===== src/rtl/reg_file_arbiter_pkg.sv =====
// Shared definitions for the register-file arbiter: FSM state encoding,
// register-file address limit and default bus widths.
package reg_arb_pkg;

    localparam int DEF_ADDR_W = 6;
    localparam int DEF_DATA_W = 8;

    localparam logic [5:0] REG_MAX_ADDR = 6'h1F;

    localparam logic [1:0] IDLE   = 2'd0;
    localparam logic [1:0] ISSUE  = 2'd1;
    localparam logic [1:0] RDWAIT = 2'd2;

    function automatic logic addr_in_range(input logic [31:0] addr);
        return addr <= 32'(REG_MAX_ADDR);
    endfunction

endpackage


===== src/rtl/reg_file_arbiter_rr_picker.sv =====
// Combinational round-robin picker: first asserted request at or above ptr,
// wrapping, returned as one-hot, index and an any-request flag.
module rr_picker #(
    parameter int NUM_REQ = 3,
    parameter int IDX_W   = 2
) (
    input  logic [NUM_REQ-1:0] req,
    input  logic [IDX_W-1:0]   ptr,
    output logic [NUM_REQ-1:0] win_onehot,
    output logic [IDX_W-1:0]   win_idx,
    output logic               any
);

    logic [IDX_W-1:0] cand;

    always_comb begin
        win_onehot = '0;
        win_idx    = '0;
        any        = 1'b0;
        cand       = '0;
        for (int unsigned i = 0; i < NUM_REQ; i++) begin
            cand = IDX_W'((32'(ptr) + i) % 32'(NUM_REQ));
            if (!any && req[cand]) begin
                any              = 1'b1;
                win_idx          = cand;
                win_onehot[cand] = 1'b1;
            end
        end
    end

endmodule


===== src/rtl/reg_file_arbiter.sv =====
// Round-robin arbiter sharing the register-file port between NUM_REQ requesters.
// Optional ARB_LOCK_EN: a locked winner keeps the bus for up to LOCK_MAX grants.
module reg_file_arbiter
    import reg_arb_pkg::*;
#(
    parameter int NUM_REQ  = 3,
    parameter int ADDR_W   = DEF_ADDR_W,
    parameter int DATA_W   = DEF_DATA_W,
    parameter int LOCK_MAX = 16
) (
    input  logic                      clock,
    input  logic                      reset_n,
    input  logic [NUM_REQ-1:0]        req,
    input  logic [NUM_REQ-1:0]        req_we,
    input  logic [NUM_REQ-1:0]        req_lock,
    input  logic [NUM_REQ*ADDR_W-1:0] req_addr,
    input  logic [NUM_REQ*DATA_W-1:0] req_wdata,
    output logic [NUM_REQ-1:0]        gnt,
    output logic [NUM_REQ-1:0]        rsp_valid,
    output logic [DATA_W-1:0]         rsp_rdata,
    output logic                      rsp_err,
    output logic [ADDR_W-1:0]         rf_address,
    output logic                      rf_write_en,
    output logic [DATA_W-1:0]         rf_wr_data,
    output logic                      rf_read_en,
    input  logic [DATA_W-1:0]         rf_rd_data
);

    localparam int IDX_W = (NUM_REQ > 1) ? $clog2(NUM_REQ) : 1;

    logic [1:0]         state;
    logic [IDX_W-1:0]   ptr;
    logic [IDX_W-1:0]   ptr_inc;
    logic [IDX_W-1:0]   ptr_next;

    logic [NUM_REQ-1:0] pick_onehot;
    logic [IDX_W-1:0]   pick_idx;
    logic               pick_any;
    logic [ADDR_W-1:0]  pick_addr;
    logic [DATA_W-1:0]  pick_wdata;
    logic               pick_in_range;

    logic [IDX_W-1:0]   lat_idx;
    logic [NUM_REQ-1:0] lat_onehot;
    logic               lat_we;
    logic               lat_oor;

    rr_picker #(
        .NUM_REQ (NUM_REQ),
        .IDX_W   (IDX_W)
    ) u_picker (
        .req        (req),
        .ptr        (ptr),
        .win_onehot (pick_onehot),
        .win_idx    (pick_idx),
        .any        (pick_any)
    );

    always_comb begin
        pick_addr  = '0;
        pick_wdata = '0;
        for (int unsigned i = 0; i < NUM_REQ; i++) begin
            if (pick_onehot[i]) begin
                pick_addr  = req_addr[i*ADDR_W +: ADDR_W];
                pick_wdata = req_wdata[i*DATA_W +: DATA_W];
            end
        end
        pick_in_range = addr_in_range(32'(pick_addr));
    end

    assign ptr_inc = (lat_idx == IDX_W'(NUM_REQ - 1)) ? '0 : lat_idx + 1'b1;

`ifdef ARB_LOCK_EN
    localparam int LCW = $clog2(LOCK_MAX + 1);

    logic [LCW-1:0]   lock_cnt;
    logic [LCW-1:0]   lock_cnt_inc;
    logic [IDX_W-1:0] lock_owner;
    logic             lat_lock;
    logic             lock_hold;

    // Count restarts at 1 whenever the winner differs from the current lock owner.
    always_comb begin
        lock_cnt_inc = (lock_cnt != '0 && lat_idx == lock_owner) ? lock_cnt + 1'b1 : LCW'(1);
        lock_hold    = lat_lock && (32'(lock_cnt_inc) < 32'(LOCK_MAX));
    end

    always_ff @(posedge clock or negedge reset_n) begin
        if (!reset_n) begin
            lock_cnt   <= '0;
            lock_owner <= '0;
            lat_lock   <= 1'b0;
        end else if (state == IDLE && pick_any) begin
            lat_lock <= req_lock[pick_idx];
        end else if (state == ISSUE) begin
            lock_cnt   <= lock_hold ? lock_cnt_inc : '0;
            lock_owner <= lat_idx;
        end
    end

    assign ptr_next = lock_hold ? lat_idx : ptr_inc;
`else
    logic lock_unused;
    assign lock_unused = ^req_lock ^ (LOCK_MAX > 0);
    assign ptr_next    = ptr_inc;
`endif

    // Strobes and gnt are loaded on the IDLE->ISSUE edge so they are live during ISSUE.
    always_ff @(posedge clock or negedge reset_n) begin
        if (!reset_n) begin
            state       <= IDLE;
            ptr         <= '0;
            lat_idx     <= '0;
            lat_onehot  <= '0;
            lat_we      <= 1'b0;
            lat_oor     <= 1'b0;
            gnt         <= '0;
            rsp_valid   <= '0;
            rsp_rdata   <= '0;
            rsp_err     <= 1'b0;
            rf_address  <= '0;
            rf_write_en <= 1'b0;
            rf_wr_data  <= '0;
            rf_read_en  <= 1'b0;
        end else begin
            gnt         <= '0;
            rsp_valid   <= '0;
            rsp_err     <= 1'b0;
            rf_write_en <= 1'b0;
            rf_read_en  <= 1'b0;
            case (state)
                IDLE: begin
                    if (pick_any) begin
                        lat_idx    <= pick_idx;
                        lat_onehot <= pick_onehot;
                        lat_we     <= req_we[pick_idx];
                        lat_oor    <= ~pick_in_range;
                        gnt        <= pick_onehot;
                        if (pick_in_range) begin
                            rf_address  <= pick_addr;
                            rf_wr_data  <= pick_wdata;
                            rf_write_en <= req_we[pick_idx];
                            rf_read_en  <= ~req_we[pick_idx];
                        end
                        state <= ISSUE;
                    end
                end
                ISSUE: begin
                    ptr <= ptr_next;
                    if (lat_we) begin
                        if (lat_oor) begin
                            rsp_valid <= lat_onehot;
                            rsp_err   <= 1'b1;
                            rsp_rdata <= '0;
                        end
                        state <= IDLE;
                    end else begin
                        state <= RDWAIT;
                    end
                end
                RDWAIT: begin
                    rsp_valid <= lat_onehot;
                    rsp_rdata <= lat_oor ? '0 : rf_rd_data;
                    rsp_err   <= lat_oor;
                    state     <= IDLE;
                end
                default: state <= IDLE;
            endcase
        end
    end

endmodule


===== config.mk =====
export PLATFORM = sky130hd
export DESIGN_NAME = reg_file_arbiter
export DESIGN_NICKNAME = d
export VERILOG_FILES = /design/src/rtl/reg_file_arbiter_pkg.sv /design/src/rtl/reg_file_arbiter_rr_picker.sv /design/src/rtl/reg_file_arbiter.sv
export SDC_FILE = /design/constraint.sdc
export NUM_CORES = 1
export LEC_CHECK = 0
export CELL_PAD_IN_SITES_DETAIL_PLACEMENT = 1
export CELL_PAD_IN_SITES_GLOBAL_PLACEMENT = 2
export CORE_MARGIN = 2
export CORE_UTILIZATION = 28
export DETAILED_ROUTE_END_ITERATION = 6
export GPL_ROUTABILITY_DRIVEN = 0
export GPL_TIMING_DRIVEN = 1
export PLACE_DENSITY = 0.9
export SYNTH_ARGS = -nofsm -noshare
export SYNTH_HDL_FRONTEND = slang
export SYNTH_HIERARCHICAL = 1
export SYNTH_SLANG_ARGS = --single-unit

===== constraint.sdc =====
create_clock -name clock -period 3.9 [get_ports clock]
set_input_delay 0.78 -clock clock [delete_from_list [all_inputs] [get_ports clock]]
set_output_delay 0.78 -clock clock [all_outputs]
set_load 0.01 [all_outputs]

==> results_dict.tcl <==
set metrics [dict create \
    antenna_found_initial 0 \
    fmax_ghz 0.308 \
    tns_ns 0 \
    wl_met1_um 3250 \
    r2r-start "ptr[1]" \
    netlist_area_sq_um 2460 \
    fin_cells 449 \
    wl_met3_um 216 \
    criticalPathCategory "in -> reg" \
    synth-seq-area-share_pct 42.8 \
    grt_pass1_wl_um 11700 \
    skew_ns 0.00859 \
    slowest_delay_ns 0.64 \
    cts_tree "built" \
    core_sq_um 8640 \
    postSynthAreaPerCell_sq_um 9.49 \
    hold_violations 0 \
    setup_viol 0 \
    layout_commonest_cell "clkdlybuf4s50_1" \
    synth_enable_flop_cells 0 \
    yosysUniqueCellTypes 46 \
    crit_fanout 15 \
    power.leakage_nw 1.48 \
    yosysTopAreaCell "dfrtp_1" \
    place_ws_ns 0.347 \
    drv_cap 0 \
    r2r_cells 9 \
    hp-start "lat_onehot[0]" \
    postCtsHoldBufs 0 \
    power_density_nw_per_um2 827 \
    ios 92 \
    die_h_um 97.7 \
    hold-path-endpoint "lat_onehot[0]" \
    die_width_um 97.7 \
    clkLatencyLatePin_ns 0.30 \
    clk_pin_slew_worst_paths_ns 0.08 \
    start_util_pct 28.5 \
    fin_area_sq_um 3500 \
    rsz0062_at_grt "false" \
    rows 34 \
    clock_path_buffers 2 \
    synth.top_cell.area_share_pct 42.8 \
    route.met2.wl_um 3440 \
    setup_ws_ns 0.650 \
    critPathRequiredTime_ns 4.06 \
    grt_max_degree 43 \
    arrival_ns 3.41 \
    grt_pass1_vias 2307 \
    holdPathStages 1 \
    dpl_cell_area_sq_um 3390 \
    synth_nets 327 \
    cts_sinks 42 \
    cts_setup_buffers 0 \
    dp.cells 441 \
    slew_headroom_pct 36.8 \
    gr-usage-all-layers_pct 15.0 \
    reg2reg_to "rf_address[4]" \
    yosysWarnings 6 \
    synthArstFlopShare_pct 100 \
    drc 0 \
    min_path_type "reg -> reg" \
    drt-pass1-iter-count 4 \
    wl_per_cell_um 15.7 \
    min_period_ns 3.25 \
    clock_tree.htree_level_count 2 \
    status "completed" \
    dp_hpwl_um 5250 \
    cts_root_buf "clkbuf_8" \
    viasPerCell 4.91 \
    final_cell_mix "clkdlybuf4s50_1, dfrtp_1, nand2_1, inv_1, a21oi_1" \
    grt.overflow.total 0 \
    port_buffers 88 \
    synth_seq_cells 42 \
    finalNetCount 408 \
    cp_slowest_cell "o21ai_0" \
    postCtsResizedCells 0 \
    drt_iter0_drc 41 \
    start_kind "input port" \
    worst_setup_path_end_kind "flop" \
    rrSetupSlack_ns 0.87 \
    cp_cell_sequence "clkdlybuf4s50_1 > nor2b_1 > nor2_1 > o21ai_0 > nand2_2 > and3b_2 > o22ai_1" \
    routed.top_layer "met4" \
    area_delta_synth_final_pct 42.5 \
    ant_nets 0 \
    min_period_over_period_pct 83.3 \
    vias 2204 \
    synth_ff_type "dfrtp_1" \
    antenna_cells 0 \
    fill_cells 985 \
    drive_gt1_share_pct 8.50 \
    synth_cells 259 \
    holdWs_ns 0.473 \
    netlist_top_cells_area "dfrtp_1, a221o_1, nand2_1, nand3b_1, a21oi_1" \
    wl_um 7040 \
    die_area_sq_um 9540 \
    ir_drop_v 0.000316 \
    numCtsBuffers 5 \
    worstMarginPinSlew_ns 0.949 \
    maxSlewViolCount 0 \
]
stage by stage:
step | power, W | util [%]
2_1_floorplan | 0.00200 | -
3_3_place_gp | 0.00250 | 39.3
3_5_place_dp | 0.00257 | 39.3
4_1_cts | 0.00292 | 40.5
5_1_grt | 0.00314 | 40.5
6_report | 0.00289 | 40.5
cell usage after synthesis, types with 3 or more instances:
cell type  instances
and3_1             3
ha_1               7
nand3b_1          16
a221o_1           13
nor2_1             4
and2_1             4
nand2_1           33
o21ai_0           13
clkbuf_1           4
buf_4              3
buf_2              5
a22oi_1            8
dfrtp_1           42
a21o_1             4
o22ai_1           12
inv_1             20
clkbuf_2           3
buf_6              4
a21oi_1           19
nor2b_1            4
mux2_2             4
nand2b_1           4
area by class of cell:
type / count / area, sq um / area share, %
Clock inverter: 2 / 37.5 / 1.07
Clock buffer: 6 / 72.6 / 2.07
Multi-Input combinational cell: 178 / 1220 / 34.7
Sequential cell: 42 / 1050 / 30.0
Inverter: 20 / 75.1 / 2.14
Tap cell: 108 / 135 / 3.86
Timing Repair Buffer: 93 / 913 / 26.1
registers in the layout, indices dropped and copies added (netlist names), 2 cells and up:
signal / cells
ptr: 2
lat_onehot: 3
rf_wr_data: 8
gnt: 3
state: 2
rf_address: 6
rsp_rdata: 8
lat_idx: 2
rsp_valid: 3
how the worst max path moves through the flow:
stage | slack [ns] | from | endpoint
6_report | 0.65 | req[2] | rf_address[4]
4_1_cts | 0.68 | req[2] | rf_address[4]
3_5_place_dp | 0.35 | req[2] | rf_address[4]
2_1_floorplan | 1.61 | ptr[1] | rf_address[0]
5_1_grt | 0.38 | req[1] | rf_address[4]
3_3_place_gp | 0.47 | req[2] | rf_address[4]
routing by layer:
layer | vias up | GRT usage [%]
li1 | 1086 | -
met2 | 54 | 25.4
met4 | 0 | 4.91
met3 | 10 | 2.16
met5 | - | 0
met1 | 1054 | 19.8
power breakdown:
group / leakage, nW / internal, W / switching (W)
registers: 0.539 / 0.000616 / 0.000115
logic: 0.890 / 0.000822 / 0.00100
clock network: 0.0514 / 0.000191 / 0.000149
total: 1.48 / 0.00163 / 0.00127
worst max-delay path: cells and delay by family:
kind	cells	cell delay (ns)
AO/OA/AOI/OAI	2	0.77
buffers and inverters	1	0.59
AND/OR/NAND/NOR	4	1.27
logic make-up after synthesis:
| group | synth area share [%] |
|---|---|
| compound gates | 24.9 |
| fa+ha+maj | 3.56 |
| buf+inv | 8.04 |
| flops | 42.8 |
| mux | 3.21 |
| simple gates | 17.5 |
Power figures use the tool's default switching activity.
